<file path="src/rtl/fifo_pkg.sv">
// Shared pointer helpers for both ends of the async FIFO: Gray/binary conversion at the FIFO pointer width.
package fifo_pkg;

    localparam int FIFO_PTR_WIDTH = 3;

    // Pointers carry one extra wrap bit above the address bits.
    typedef logic [FIFO_PTR_WIDTH:0] ptr_t;

    function automatic ptr_t bin2gray(input ptr_t b);
        return b ^ (b >> 1);
    endfunction

    function automatic ptr_t gray2bin(input ptr_t g);
        ptr_t b;
        b[FIFO_PTR_WIDTH] = g[FIFO_PTR_WIDTH];
        for (int i = FIFO_PTR_WIDTH - 1; i >= 0; i--) begin
            b[i] = b[i+1] ^ g[i];
        end
        return b;
    endfunction

endpackage

</file>
<file path="src/rtl/sync_2ff.sv">
// Generic two-flop synchroniser; 2-cycle latency, no backpressure (free-running sampler).
module sync_2ff #(
    parameter int WIDTH = 1
) (
    input  logic             clk,
    input  logic             rst_n,
    input  logic [WIDTH-1:0] d,
    output logic [WIDTH-1:0] q
);

    logic [WIDTH-1:0] s1_q;
    logic [WIDTH-1:0] s2_q;

    always_ff @(posedge clk or negedge rst_n) begin
        if (!rst_n) begin
            s1_q <= '0;
            s2_q <= '0;
        end else begin
            s1_q <= d;
            s2_q <= s1_q;
        end
    end

    assign q = s2_q;

endmodule

</file>
<file path="src/rtl/rd_fwft_ctrl.sv">
// Read side of the async FIFO: syncs the Gray write pointer, issues RAM reads, presents FWFT data.
// g_wptr change to dout_valid is 4 rdclk edges; dout holds while dout_ready is low, prefetch stops at 2 words.
module rd_fwft_ctrl
    import fifo_pkg::*;
#(
    // Gray conversions are sized by the package pointer width; keep these in step.
    parameter int PTR_WIDTH  = FIFO_PTR_WIDTH,
    parameter int DATA_WIDTH = 8,
    parameter int AE_THRESH  = 1
) (
    input  logic                  rdclk,
    input  logic                  rrst_n,
    input  logic [PTR_WIDTH:0]    g_wptr,
    output logic [PTR_WIDTH:0]    g_rptr,
    output logic [PTR_WIDTH-1:0]  rd_addr,
    output logic                  mem_rd_en,
    input  logic [DATA_WIDTH-1:0] rd_data,
    output logic [DATA_WIDTH-1:0] dout,
    output logic                  dout_valid,
    input  logic                  dout_ready,
    output logic                  fifo_empty,
    output logic                  almost_empty,
    output logic [PTR_WIDTH:0]    rd_level
);

    localparam int PW = PTR_WIDTH + 1;
    localparam logic [PW-1:0] AE_LVL = PW'(AE_THRESH);

    logic [PW-1:0]         g_wptr_sync;
    logic [PW-1:0]         b_wptr_sync;
    logic [PW-1:0]         b_rptr_q, b_rptr_d;
    logic [PW-1:0]         g_rptr_q, g_rptr_d;
    logic                  inflight_q, inflight_d;
    logic [1:0]            buf_cnt_q, buf_cnt_d;
    logic [DATA_WIDTH-1:0] buf0_q, buf0_d;
    logic [DATA_WIDTH-1:0] buf1_q, buf1_d;
    logic [PW-1:0]         rd_level_q, rd_level_d;
    logic                  almost_empty_q, almost_empty_d;

    logic                  ram_empty;
    logic                  pop;
    logic                  push;
    logic                  issue;
    logic [2:0]            commit_cnt;

    sync_2ff #(
        .WIDTH (PW)
    ) u_wptr_sync (
        .clk   (rdclk),
        .rst_n (rrst_n),
        .d     (g_wptr),
        .q     (g_wptr_sync)
    );

    always_comb begin
        b_wptr_sync = gray2bin(g_wptr_sync);
        ram_empty   = (g_rptr_q == g_wptr_sync);
        pop         = (buf_cnt_q != 2'd0) && dout_ready;
        push        = inflight_q;
        // Words already held or on their way, net of this cycle's pop, must leave room for one more.
        commit_cnt  = {1'b0, buf_cnt_q} + {2'b00, inflight_q} - {2'b00, pop};
        issue       = !ram_empty && (commit_cnt < 3'd2);

        b_rptr_d    = b_rptr_q + {{PTR_WIDTH{1'b0}}, issue};
        g_rptr_d    = bin2gray(b_rptr_d);
        inflight_d  = issue;

        rd_level_d     = b_wptr_sync - b_rptr_q;
        almost_empty_d = (rd_level_d <= AE_LVL);
    end

    always_comb begin
        buf0_d    = buf0_q;
        buf1_d    = buf1_q;
        buf_cnt_d = buf_cnt_q;
        if (push && !pop) begin
            if (buf_cnt_q == 2'd0) begin
                buf0_d = rd_data;
            end else begin
                buf1_d = rd_data;
            end
            buf_cnt_d = buf_cnt_q + 2'd1;
        end else if (!push && pop) begin
            buf0_d    = buf1_q;
            buf_cnt_d = buf_cnt_q - 2'd1;
        end else if (push && pop) begin
            // Head leaves and the new word lands behind whatever remains.
            if (buf_cnt_q == 2'd1) begin
                buf0_d = rd_data;
            end else begin
                buf0_d = buf1_q;
                buf1_d = rd_data;
            end
        end
    end

    always_ff @(posedge rdclk or negedge rrst_n) begin
        if (!rrst_n) begin
            b_rptr_q       <= '0;
            g_rptr_q       <= '0;
            inflight_q     <= 1'b0;
            buf_cnt_q      <= 2'd0;
            buf0_q         <= '0;
            buf1_q         <= '0;
            rd_level_q     <= '0;
            almost_empty_q <= 1'b1;
        end else begin
            b_rptr_q       <= b_rptr_d;
            g_rptr_q       <= g_rptr_d;
            inflight_q     <= inflight_d;
            buf_cnt_q      <= buf_cnt_d;
            buf0_q         <= buf0_d;
            buf1_q         <= buf1_d;
            rd_level_q     <= rd_level_d;
            almost_empty_q <= almost_empty_d;
        end
    end

    assign g_rptr       = g_rptr_q;
    assign rd_addr      = b_rptr_q[PTR_WIDTH-1:0];
    assign mem_rd_en    = issue;
    assign dout         = buf0_q;
    assign dout_valid   = (buf_cnt_q != 2'd0);
    assign fifo_empty   = (buf_cnt_q == 2'd0);
    assign almost_empty = almost_empty_q;
    assign rd_level     = rd_level_q;

endmodule

</file>
<file path="config.mk">
export PLATFORM = sky130hd
export DESIGN_NAME = rd_fwft_ctrl
export DESIGN_NICKNAME = d
export VERILOG_FILES = /design/src/rtl/fifo_pkg.sv /design/src/rtl/sync_2ff.sv /design/src/rtl/rd_fwft_ctrl.sv
export SDC_FILE = /design/constraint.sdc
export NUM_CORES = 1
export LEC_CHECK = 0
export ABC_AREA = 1
export BUFFER_PORTS_ARGS = -buffer_cell sky130_fd_sc_hd__buf_2
export CAP_MARGIN = 20
export CORE_MARGIN = 1
export CORE_UTILIZATION = 57
export CTS_CLUSTER_DIAMETER = 120
export DETAILED_ROUTE_END_ITERATION = 12
export PLACE_DENSITY = 0.81
export SYNTH_ARGS = -nofsm -noshare
export SYNTH_HDL_FRONTEND = slang
export SYNTH_HIERARCHICAL = 1
export SYNTH_SLANG_ARGS = --single-unit
</file>
<file path="constraint.sdc">
create_clock -name rdclk -period 4.9 [get_ports rdclk]
set_input_delay 0.98 -clock rdclk [delete_from_list [all_inputs] [get_ports rdclk]]
set_output_delay 0.98 -clock rdclk [all_outputs]
set_load 0.03 [all_outputs]
</file>
Word level (Yosys, flattened, before mapping)
Cells that the tools add are included.
{ "word_totals": {"reg_bits": 40, "inputBits": 15, "out_inout_bits": 23, "wordCells": 55} }
{ "classes": {"addsub": 6, "n_lt_le_gt_ge": 2, "eq_ne": 6, "n_mux": 12, "n_bitwise": 4, "n_reduce_logical": 15} }
{ "ops": {"columns": ["operator", "count"], "rows": [
  ["8-bit 2-to-1 mux", 10],
  ["2-bit != test (second input constant)", 4],
  ["2-bit nonzero test", 3],
  ["1-bit logical AND", 5],
  ["4-bit by 1-bit adder with 4-bit output", 1],
  ["4-bit == test", 1],
  ["4-bit by 1-bit less-or-equal comparator with 1-bit output (second input constant)", 1],
  ["2-bit 2-to-1 mux", 2],
  ["4-bit AND reduction", 1],
  ["4-bit subtractor", 1],
  ["4-bit by 3-bit XOR with 4-bit output", 1],
  ["2-bit by 1-bit adder with 3-bit output", 1],
  ["1-bit zero test", 3],
  ["3-bit by 2-bit < comparator with 1-bit output (second input constant)", 1],
  ["3-bit nonzero test", 1],
  ["3-bit by 1-bit subtractor with 3-bit output", 1],
  ["1-bit XOR", 3],
  ["2-bit by 1-bit adder with 2-bit output (second input constant)", 1],
  ["2-bit by 1-bit == test with 1-bit output (second input constant)", 1],
  ["2-bit zero test", 1],
  ["2-bit AND reduction", 1],
  ["2-bit by 1-bit subtractor with 2-bit output (second input constant)", 1]
]} }

Logic depth before layout (Yosys ltp)
Gate-level depths: netlist of the first run.
{ "logic_depth": {"ltp_word": 7, "ltp_mapped": 15, "depth_no_buf": 15} }

Modules after synthesis
Netlist of the first run, hierarchy kept.
{ "by_module_without_submodules": {"columns": ["mod", "n_inst", "cells_per_inst", "area_per_inst_um2", "seq_area_each_um2"], "rows": [
  ["rd_fwft_ctrl", 1, 176, 1597.8, 777.0],
  ["sync_2ff", 1, 8, 200.2, 200.2]
]} }

Worst setup path before layout of the first run
Ideal clock, no wire load.
{ "synth_path": {"path_type": "register to output", "start": "register buf_cnt_q[1]", "end": "output mem_rd_en", "t_arrival_ns": 2.451, "required_time_ns": 3.920, "path_slack_ns": 1.469, "path_stages_with_launch": 11, "path_buffers": 0, "cell_sequence": "dfrtp_1 inv_1 ha_1 inv_2 nand2_4 nor2_1 o21ai_0 fa_1 xnor2_1 nand2_1 nor2_1"} }
{ "synth_via": {"elab_chain_len": 5, "word_cells_on_any_way": 6, "classes_between": "add/sub (2); order compare (1); reduce/logical (3)"} }
{ "synth_rtl": {"columns": ["item", "line", "text"], "rows": [
  ["start: declaration", "rd_fwft_ctrl.sv:34", "logic [1:0] buf_cnt_q, buf_cnt_d;"],
  ["start signal: assignment", "rd_fwft_ctrl.sv:111", "buf_cnt_q <= buf_cnt_d;"],
  ["2-bit nonzero test", null, null],
  ["net dout_valid", "rd_fwft_ctrl.sv:19", "output logic dout_valid,"],
  ["1-bit logical AND", "rd_fwft_ctrl.sv:58", "pop = (buf_cnt_q != 2'd0) && dout_ready;"],
  ["3-bit by 1-bit subtractor with 3-bit output", "rd_fwft_ctrl.sv:61", "commit_cnt = {1'b0, buf_cnt_q} + {2'b00, inflight_q} - {2'b00, pop};"],
  ["3-bit by 2-bit < comparator with 1-bit output", "rd_fwft_ctrl.sv:62", "issue = !ram_empty && (commit_cnt < 3'd2);"],
  ["1-bit logical AND", "rd_fwft_ctrl.sv:62", null],
  ["end: declaration", "rd_fwft_ctrl.sv:16", "output logic mem_rd_en,"]
]} }
The timed path passes the listed nets, and every way through them passes these cells.

Final worst setup path of the first run
{ "layout_path": {"start": "register buf_cnt_q[1]", "end": "output mem_rd_en"} }
{ "layout_via": {"elab_chain_len": 5, "word_cells_on_any_way": 6, "classes_between": "add/sub (2); order compare (1); reduce/logical (3)"} }
{ "layout_rtl": {"columns": ["item", "line"], "rows": [
  ["parallel branches: the longest is 2 deep, another holds 2-bit by 1-bit adder with 3-bit output", null],
  ["3-bit by 1-bit subtractor with 3-bit output *", "rd_fwft_ctrl.sv:61"],
  ["3-bit by 2-bit < comparator with 1-bit output *", "rd_fwft_ctrl.sv:62"],
  ["1-bit logical AND *", "rd_fwft_ctrl.sv:62"]
]} }
Mark *: on every way between the ends.

==> out/results.ini, run 1 <==
[sta]
clock.fmax_mhz = 275
finalHoldViolCount = 0
finalClockSkew_ns = 0.00802
finalSetupTns_ns = 0
setup_viol = 0
tightest_slew_ns = 0.817
slew_viol_final = 0
period_share = 0.742
rsz0062_at_grt = no
max_slew_margin = 0.455
fin_crit_ns = 3.63

[placement]
dpl.hpwl_um = 2350
numPlacedInstances = 263
place.gp.congestion = 0.838
placement.io_buffers = 37

[grt]
grtUsageTotal = 0.214
antenna_found_initial = 0
grt-ovfl-total = 0
grt_pass1_vias = 1217
grt_pass1_wl_um = 5220
grt_max_degree = 40

[detailed_routing]
ant_nets = 0
avgRoutedWirePerCell_um = 11.6
totalWireLength_um = 3140
vias_per_cell = 4.78
drcViolationCount = 0
firstDrtPassIters = 4
dr.first_iter.drc_count = 46
via_count = 1295

[synthesis]
synth_common_cells = nand2_1 (44), dfrtp_1 (38), inv_1 (30)
syn_avg_cell_area_um2 = 9.77
yosysSeqAreaShare = 0.543
synth_fp_nets = 208
synth_ff_type = dfrtp_1
synth_cell_types = 20
synth_top_cell_area_share = 0.529
synth_area_leaders = dfrtp_1 (53%), nand2_1 (9.2%), inv_1 (6.3%)
netlist_instances = 184
ys_ff_latch = 39
synth_area_mm2 = 0.00180
synth_edf_count = 0
async_flop_share = 1.00
yosysMostFrequentCell = nand2_1
yosys.area.top_type = dfrtp_1
yosys_warnings = 6

[floorplan]
fp.dieW_um = 58.2
start_util = 0.594
core_mm2 = 0.00303
ios = 38
num_rows = 20
die-area_mm2 = 0.00338
die_y_um = 58.2

[worst_setup_path]
cp.required_ns = 3.92
r2r_cells = 14
crit_type = reg2out
end_kind = output port
cp-start-kind = flip-flop
cp_max_fo = 5
arrival_ns = 2.65

[pwr]
sw_frac_of_total = 0.487
pwr-share-clk = 0.106
p_leak_nw = 1.15
p_switching_w = 0.000749
seq_power_share = 0.357
ir_drop_mv = 0.467
power_density_mw_per_mm2 = 742
intPower_w = 0.000790
p_comb_frac = 0.537

[final_layout]
final_nets = 250
syn_to_final_growth_pct = 15.3
seqCellArea_um2 = 977
multi_input_area_um2 = 678
drive_above_1_share = 0.242
antenna_cells = 0
nFillCells = 240
fin_cells = 271

[hold_path]
hold_class = reg2reg
hold_depth = 0

[clock_tree]
cts_buffers = 5
path_clk_slew_ns = 0.12
insertion_delay_ns = 0.35
cts_resized = 0
clkSinkCount = 39
postCtsHoldBufs = 0
ctsRootBufferMaster = clkbuf_4
ctsLongestPathBuffers = 2
post-cts-setup-buffers = 0
cts_max_level = 2
cts_tree = done

[run_status]
status = completed

[flow_run]
cap_violations = 0

[final timing paths]
kind	start	end	slack, ns
max in group asynchronous	rrst_n	u_wptr_sync/q[1]$_DFF_PN0_	3.68
worst max register to register	buf_cnt_q[1]$_DFFE_PN0P_	g_rptr[2]$_DFF_PN0_	1.89
worst max-delay path	buf_cnt_q[1]$_DFFE_PN0P_	mem_rd_en	1.27
min in group asynchronous	rrst_n	rd_level[2]$_DFF_PN0_	0.71
worst min-delay path	u_wptr_sync/s1_q[1]$_DFF_PN0_	u_wptr_sync/q[1]$_DFF_PN0_	0.36
worst min register to register	u_wptr_sync/s1_q[1]$_DFF_PN0_	u_wptr_sync/q[1]$_DFF_PN0_	0.36
[metrics by stage]
stage / util / instance area [um^2] / total power, W / setup slack, ns / hold slack, ns
final: 0.685 / 2070 / 0.00154 / 1.27 / 0.361
after global routing: 0.685 / 2070 / 0.00166 / 1.03 / 0.379
after CTS: 0.685 / 2070 / 0.00155 / 1.22 / 0.364
after detailed placement: 0.666 / 2020 / 0.00139 / 1.38 / 0.336
after global placement: 0.666 / 2020 / 0.00134 / 1.46 / 0.334
after floorplan: - / 1800 / 0.00117 / 1.47 / 0.331
[logic make-up (layout without fill, tap and decap cells)]
logic type,Yosys count,after routing,share of synthesized area
AOI/OAI and AO/OA,13,13,0.0452
buffers and inverters,34,77,0.0793
xor gates and xnor gates,15,15,0.0731
and+or+nand+nor,74,74,0.188
adders and majority gates,9,9,0.0710
DFF,39,39,0.543
[layout make-up]
class,count,share of cell area
multi-input cells,111,0.327
repair buffers,37,0.0893
clock inverters,3,0.00966
inverters,32,0.0579
clock buffers,5,0.0181
well taps,44,0.0266
flip-flops and latches,39,0.471
[power by group through the flow]
stage / Combinational [W] / Sequential [W] / Clock, W
after floorplan: 0.000468 / 0.000706 / 0
after global placement: 0.000790 / 0.000551 / 0
after detailed placement: 0.000831 / 0.000558 / 0
after CTS: 0.000835 / 0.000551 / 0.000169
after global routing: 0.000921 / 0.000562 / 0.000180
final: 0.000827 / 0.000549 / 0.000163
[per-layer routing]
metal	up-vias	track usage	share of wire
li1	648	-	-
met1	610	0.256	0.44
met2	28	0.348	0.50
met3	9	0.0670	0.040
met4	0	0.112	0.025
met5	-	0	0
[cells in the final DEF (no fill, tap or decap), types with 2 or more instances in the layout]
cell type / instances
nand3_1: 17
nand2_4: 3
nand2_1: 44
nor2_1: 4
inv_1: 30
clkinvlp_4: 2
o21ai_1: 2
nand3b_1: 2
clkbuf_4: 5
fa_1: 2
xor2_1: 9
xnor2_1: 6
buf_2: 37
dfrtp_1: 38
ha_1: 7
inv_2: 2
nand2_2: 3
o21ai_0: 9
[flip-flops by register name (all words and copies together) (netlist names), 2 cells and up]
signal	cells
dout	8
buf1_q	8
rd_level	4
buf_cnt_q	2
u_wptr_sync/s1_q	4
g_rptr	3
u_wptr_sync/q	4
b_rptr_q	4
[worst max-delay path, cell delays in order, from the launching register on]
cell and delay, ns:
dfrtp_1 0.43, inv_1 0.11, ha_1 0.23, inv_2 0.08
nand2_4 0.08, nor2_1 0.18, o21ai_0 0.15, fa_1 0.41
xnor2_1 0.16, nand2_1 0.07, nor2_1 0.17, buf_2 0.23
(Power assumes the default switching activity.)
==> run 2, diff against run 1 <==
- ABC_AREA: 1 -> 0
- CORE_UTILIZATION: 57 -> 48
- PLACE_DENSITY: 0.81 -> 0.72
- clock period: 4.9 -> 2.96 ns (I/O delays scaled with it)
==> run 2 against run 1 <==
First-iteration DRC count is 96% higher. Utilization decreased by 6.0 points. Worst setup slack got worse by 1.2 ns. Sequential share of layout area down 4.3 points. Clock power rose by 130%. Clock skew is 0.0042 ns lower. Total power increased by 100%. Hold slack worse by 0.011 ns. Critical path type unchanged. Wire length up 14%. Largest cell class unchanged.
==> out/results.ini, run 2 <==
[detailed_routing]
firstDrtPassIters = 4
vias_per_cell = 5.34
ant_nets = 0
dr.first_iter.drc_count = 90
totalWireLength_um = 3590
avgRoutedWirePerCell_um = 15.0
drcViolationCount = 0
via_count = 1282

[placement]
dpl.hpwl_um = 2470
post-place-ws_ns = 0.111
place.gp.congestion = 0.783
numPlacedInstances = 227
placement.io_buffers = 37

[hold_path]
hold_class = reg2reg
hold_depth = 0
min-delay-start = u_wptr_sync/s1_q[0]$_DFF_PN0_
hold_end = u_wptr_sync/q[0]$_DFF_PN0_

[sta]
fin_ws_ns = 0.0870
tightest_slew_ns = 0.840
max_slew_margin = 0.440
whs_ns = 0.351
clock.fmax_mhz = 348
period_share = 0.971
fin_crit_ns = 2.87
finalHoldViolCount = 0
finalClockSkew_ns = 0.00381
slew_viol_final = 0
rsz0062_at_grt = no
setup_viol = 0

[grt]
grt_max_degree = 40
grt-ovfl-total = 0
grtUsageTotal = 0.204
antenna_found_initial = 0
grt_pass1_vias = 1361
grt_pass1_wl_um = 6180

[final_layout]
final_util = 0.624
final_common_cell = dfrtp_1
nFillCells = 276
final_nets = 215
fin_cells = 240
syn_to_final_growth_pct = 25.7
seqCellArea_um2 = 978
drive_above_1_share = 0.417
multi_input_area_um2 = 867
antenna_cells = 0
final_cell_mix = dfrtp_1 (37), buf_2 (36), mux2_2 (9), mux2i_1 (9)

[synthesis]
syn_avg_cell_area_um2 = 12.5
synth_ff_type = dfrtp_1
synth_cell_types = 31
synth_edf_count = 0
ys_ff_latch = 39
async_flop_share = 1.00
synth_fp_nets = 170
netlist_instances = 146
synth_top_cell_area_share = 0.523
yosysSeqAreaShare = 0.537
synth_area_leaders = dfrtp_1 (52%), mux2_2 (5.6%), mux2i_1 (5.0%)
yosysMostFrequentCell = dfrtp_1
synth_common_cells = dfrtp_1 (38), xnor2_1 (10), mux2_2 (9), mux2i_1 (9)
yosys.area.top_type = dfrtp_1
synth_area_mm2 = 0.00182
yosys_warnings = 6

[clock_tree]
path_clk_slew_ns = 0.07
cts_max_level = 2
insertion_delay_ns = 0.29
postCtsHoldBufs = 0
cts_buffers = 5
ctsRootBufferMaster = clkbuf_8
cts_tree = done
ctsLongestPathBuffers = 2
clkSinkCount = 39

[worst_setup_path]
cp-start-kind = flip-flop
r2r_start = buf_cnt_q[0]$_DFFE_PN0P_
cp.required_ns = 2.37
critPathMaxStageDelay_ns = 0.53
cp_max_fo = 3
cp_slowest_cell = fa_2
cp_common_cell = nand2b_4
arrival_ns = 2.28
cp_cell_sequence = inv_2 -> ha_4 -> nand2b_4 -> xnor2_2 -> nand2b_4 -> fa_2 -> nand2_2 -> a41oi_4 -> buf_6
r2r_cells = 13
crit_type = reg2out
r2r_setup_slack_ns = 0.17
reg2reg_to = g_rptr[1]$_DFF_PN0_
end_kind = output port

[floorplan]
start_util = 0.497
core_mm2 = 0.00366
num_rows = 22
fp.dieW_um = 63.6
die_y_um = 63.6
ios = 38
die-area_mm2 = 0.00404

[pwr]
p_leak_nw = 1.05
ir_drop_mv = 0.650
power_density_mw_per_mm2 = 1340
finalPower_w = 0.00307

[flow_run]
cap_violations = 0

[run_status]
status = completed

## run 2: cell types whose count changed in the layout (fill, tap and decap cells not counted), sizes merged, moves of 8 or more
cell   before  now
nand2      50    3
inv        32    8
nand3      17    1
mux2        0    9
mux2i       0    9
buf        37   45
## run 2: cell families after synthesis
| logic type | count (synthesis) | share of synthesized area |
|---|---|---|
| compound gates | 28 | 0.114 |
| xor+xnor | 16 | 0.0770 |
| fa+ha+maj | 9 | 0.0701 |
| buf+inv | 15 | 0.0378 |
| flops | 39 | 0.537 |
| mux | 18 | 0.105 |
| simple gates | 21 | 0.0585 |
## run 2: critical path, delay by kind of cell, from the launching register on
family          cells  cell delay (ns)
compound gates      1             0.20
xor+xnor            1             0.15
fa+ha+maj           2             0.68
buf+inv             2             0.22
flops               1             0.37
simple gates        3             0.36
## run 2: worst max-delay path by stage
stage                        startpoint                  end  slack (ns)  depth (start not counted)
3_3_place_gp   buf_cnt_q[1]$_DFFE_PN0P_            mem_rd_en        0.25                          9
2_1_floorplan  buf_cnt_q[1]$_DFFE_PN0P_  g_rptr[1]$_DFF_PN0_       -0.03                         13
3_5_place_dp   buf_cnt_q[1]$_DFFE_PN0P_  g_rptr[2]$_DFF_PN0_        0.11                         13
5_1_grt        buf_cnt_q[0]$_DFFE_PN0P_            mem_rd_en       0.005                          9
4_1_cts        buf_cnt_q[0]$_DFFE_PN0P_            mem_rd_en        0.02                          9
6_report       buf_cnt_q[0]$_DFFE_PN0P_            mem_rd_en        0.09                          9
## run 2: per-stage QoR
step | TNS (ns) | cell area (um^2)
finish | 0 | 2290
global route | 0 | 2290
CTS | 0 | 2270
detailed placement | 0 | 2130
global placement | 0 | 2130
floorplan | -0.0662 | 1910
## run 2: metal layers
layer,up-vias,share of wire,track usage
li1,605,-,-
met3,8,0.043,0.0688
met5,-,0,0
met2,30,0.52,0.330
met1,639,0.43,0.252
met4,0,0.015,0.0739
## run 2: what timing repair did
item                                    CTS  global route
endpoints found under the setup margin    1             1
resized for setup                         4             1
buffers inserted                          3             2
## run 2: area by class of cell
| type | instances | area share |
|---|---|---|
| sequential | 39 | 0.428 |
| multi-input combinational | 92 | 0.379 |
| timing repair buffer | 45 | 0.110 |
| clock buffer | 6 | 0.0361 |
| tap | 48 | 0.0263 |
| inverter | 8 | 0.0131 |
| clock inverter | 2 | 0.00712 |
## run 2: power breakdown
part           total [W]  leakage [nW]  internal, W  switching [W]
registers       0.000932         0.451     0.000773       0.000159
logic            0.00177         0.554     0.000774       0.000995
clock network   0.000374        0.0474     0.000190       0.000184
==> run 3, diff against run 2 <==
- CORE_UTILIZATION: 48 -> 35
- PLACE_DENSITY: 0.72 -> 0.55
==> run 3 against run 2 <==
First-iteration DRC count fell by 64%. Combinational power fell by 3%. Cell area fell by 0.38%. Critical path depth did not move. Critical path type unchanged. Largest cell class unchanged. Largest power group unchanged.
==> out/results.ini, run 3 (synthesis gave the netlist of run 2 again) <==
[clock_tree]
cts_tree = done
cts_max_level = 2
postCtsHoldBufs = 0
ctsLongestPathBuffers = 2
ctsRootBufferMaster = clkbuf_8
cts_buffers = 5
path_clk_slew_ns = 0.08
clkSinkCount = 39
insertion_delay_ns = 0.29

[sta]
finalHoldViolCount = 0
fin_crit_ns = 2.92
max_slew_margin = 0.407
period_share = 0.987
setup_viol = 0
rsz0062_at_grt = yes
slew_viol_final = 0
finalClockSkew_ns = 0.00376
fin_ws_ns = 0.0380
whs_ns = 0.356
clock.fmax_mhz = 342
tightest_slew_ns = 0.889

[worst_setup_path]
r2r_setup_slack_ns = 0.11
cp.required_ns = 2.37
r2r_cells = 13
critPathMaxStageDelay_ns = 0.52
end_kind = output port
r2r_start = buf_cnt_q[0]$_DFFE_PN0P_
cp_slowest_cell = fa_2
reg2reg_to = g_rptr[2]$_DFF_PN0_
arrival_ns = 2.33
cp_cell_sequence = inv_2 -> ha_4 -> nand2b_4 -> xnor2_2 -> nand2b_4 -> fa_2 -> nand2_2 -> a41oi_4 -> buf_6
cp_common_cell = nand2b_4
cp_max_fo = 4
crit_type = reg2out
cp-start-kind = flip-flop

[detailed_routing]
totalWireLength_um = 3770
avgRoutedWirePerCell_um = 14.7
via_count = 1253
drcViolationCount = 0
firstDrtPassIters = 4
ant_nets = 0
vias_per_cell = 4.88
dr.first_iter.drc_count = 32

[floorplan]
die-area_mm2 = 0.00549
core_mm2 = 0.00485
fp.dieW_um = 74.1
ios = 38
die_y_um = 74.1
num_rows = 25
start_util = 0.375

[final_layout]
final_cell_mix = dfrtp_1 (37), buf_2 (36), xnor2_1 (9), mux2_2 (9), mux2i_1 (9)
final_nets = 213
drive_above_1_share = 0.405
antenna_cells = 0
multi_input_area_um2 = 860
seqCellArea_um2 = 978
syn_to_final_growth_pct = 25.2
nFillCells = 453
final_common_cell = dfrtp_1
fin_cells = 257

[grt]
grt_pass1_wl_um = 6000
grtUsageTotal = 0.149
grt_pass1_vias = 1264
antenna_found_initial = 0
grt-ovfl-total = 0
grt_max_degree = 40

[run_status]
status = completed

[hold_path]
min-delay-start = u_wptr_sync/s1_q[0]$_DFF_PN0_
hold_class = reg2reg
hold_end = u_wptr_sync/q[0]$_DFF_PN0_
hold_depth = 0

[placement]
numPlacedInstances = 246
place.gp.congestion = 0.730
post-place-ws_ns = 0.138
dpl.hpwl_um = 2650
placement.io_buffers = 37

[flow_run]
cap_violations = 0

[pwr]
ir_drop_mv = 0.467
p_leak_nw = 1.03
power_density_mw_per_mm2 = 1320
finalPower_w = 0.00301

[run 3: cell count changes in the layout (fill, tap and decap cells not counted)]
cell / previous run / this run
buf_4: 8 / 6
clkbuf_8: 6 / 5
clkinv_2: 0 / 1
clkinv_4: 1 / 0
clkinvlp_4: 1 / 2
xnor2_1: 8 / 9
xnor2_2: 2 / 1
[run 3: final cells by class]
| cell class | count | area share |
|---|---|---|
| clock buffers | 5 | 0.0302 |
| multi-input cells | 92 | 0.377 |
| flip-flops and latches | 39 | 0.430 |
| well taps | 67 | 0.0368 |
| repair buffers | 43 | 0.104 |
| inverters | 8 | 0.0132 |
| clock inverters | 3 | 0.00879 |
[run 3: what timing repair did]
action	in CTS	in global routing
setup endpoints to repair	1	3
setup buffers	3	0
resized for setup	3	1
[run 3: power by group]
group / switching [W] / internal (W) / total [W]
Combinational: 0.000985 / 0.000740 / 0.00172
Clock: 0.000189 / 0.000164 / 0.000353
Sequential: 0.000162 / 0.000773 / 0.000935
[run 3: how the worst max path moves through the flow]
stage | slack, ns | endpoint | from
CTS | 0.001 | mem_rd_en | buf_cnt_q[0]$_DFFE_PN0P_
global route | -0.03 | mem_rd_en | buf_cnt_q[0]$_DFFE_PN0P_
floorplan | -0.03 | g_rptr[1]$_DFF_PN0_ | buf_cnt_q[1]$_DFFE_PN0P_
detailed placement | 0.14 | g_rptr[2]$_DFF_PN0_ | buf_cnt_q[1]$_DFFE_PN0P_
global placement | 0.23 | g_rptr[1]$_DFF_PN0_ | buf_cnt_q[1]$_DFFE_PN0P_
finish | 0.04 | mem_rd_en | buf_cnt_q[0]$_DFFE_PN0P_
[run 3: per-layer routing]
layer / GRT usage / wire length, um
met5: 0 / 0
met1: 0.188 / 1780
met2: 0.239 / 1830
met4: 0.0620 / 60
met3: 0.0420 / 101
[run 3: stage by stage]
stage / util / area (um^2) / setup TNS, ns
floorplan: - / 1910 / -0.0662
global placement: 0.445 / 2160 / 0
detailed placement: 0.445 / 2160 / 0
CTS: 0.470 / 2280 / 0
global route: 0.470 / 2280 / -0.0320
finish: 0.470 / 2280 / 0
[run 3: worst max-delay path: cells and delay by family, from the launching register on]
kind	cells	cell delay (ns)
simple gates	3	0.37
buf+inv	2	0.24
compound gates	1	0.22
flops	1	0.38
fa+ha+maj	2	0.68
xor+xnor	1	0.15
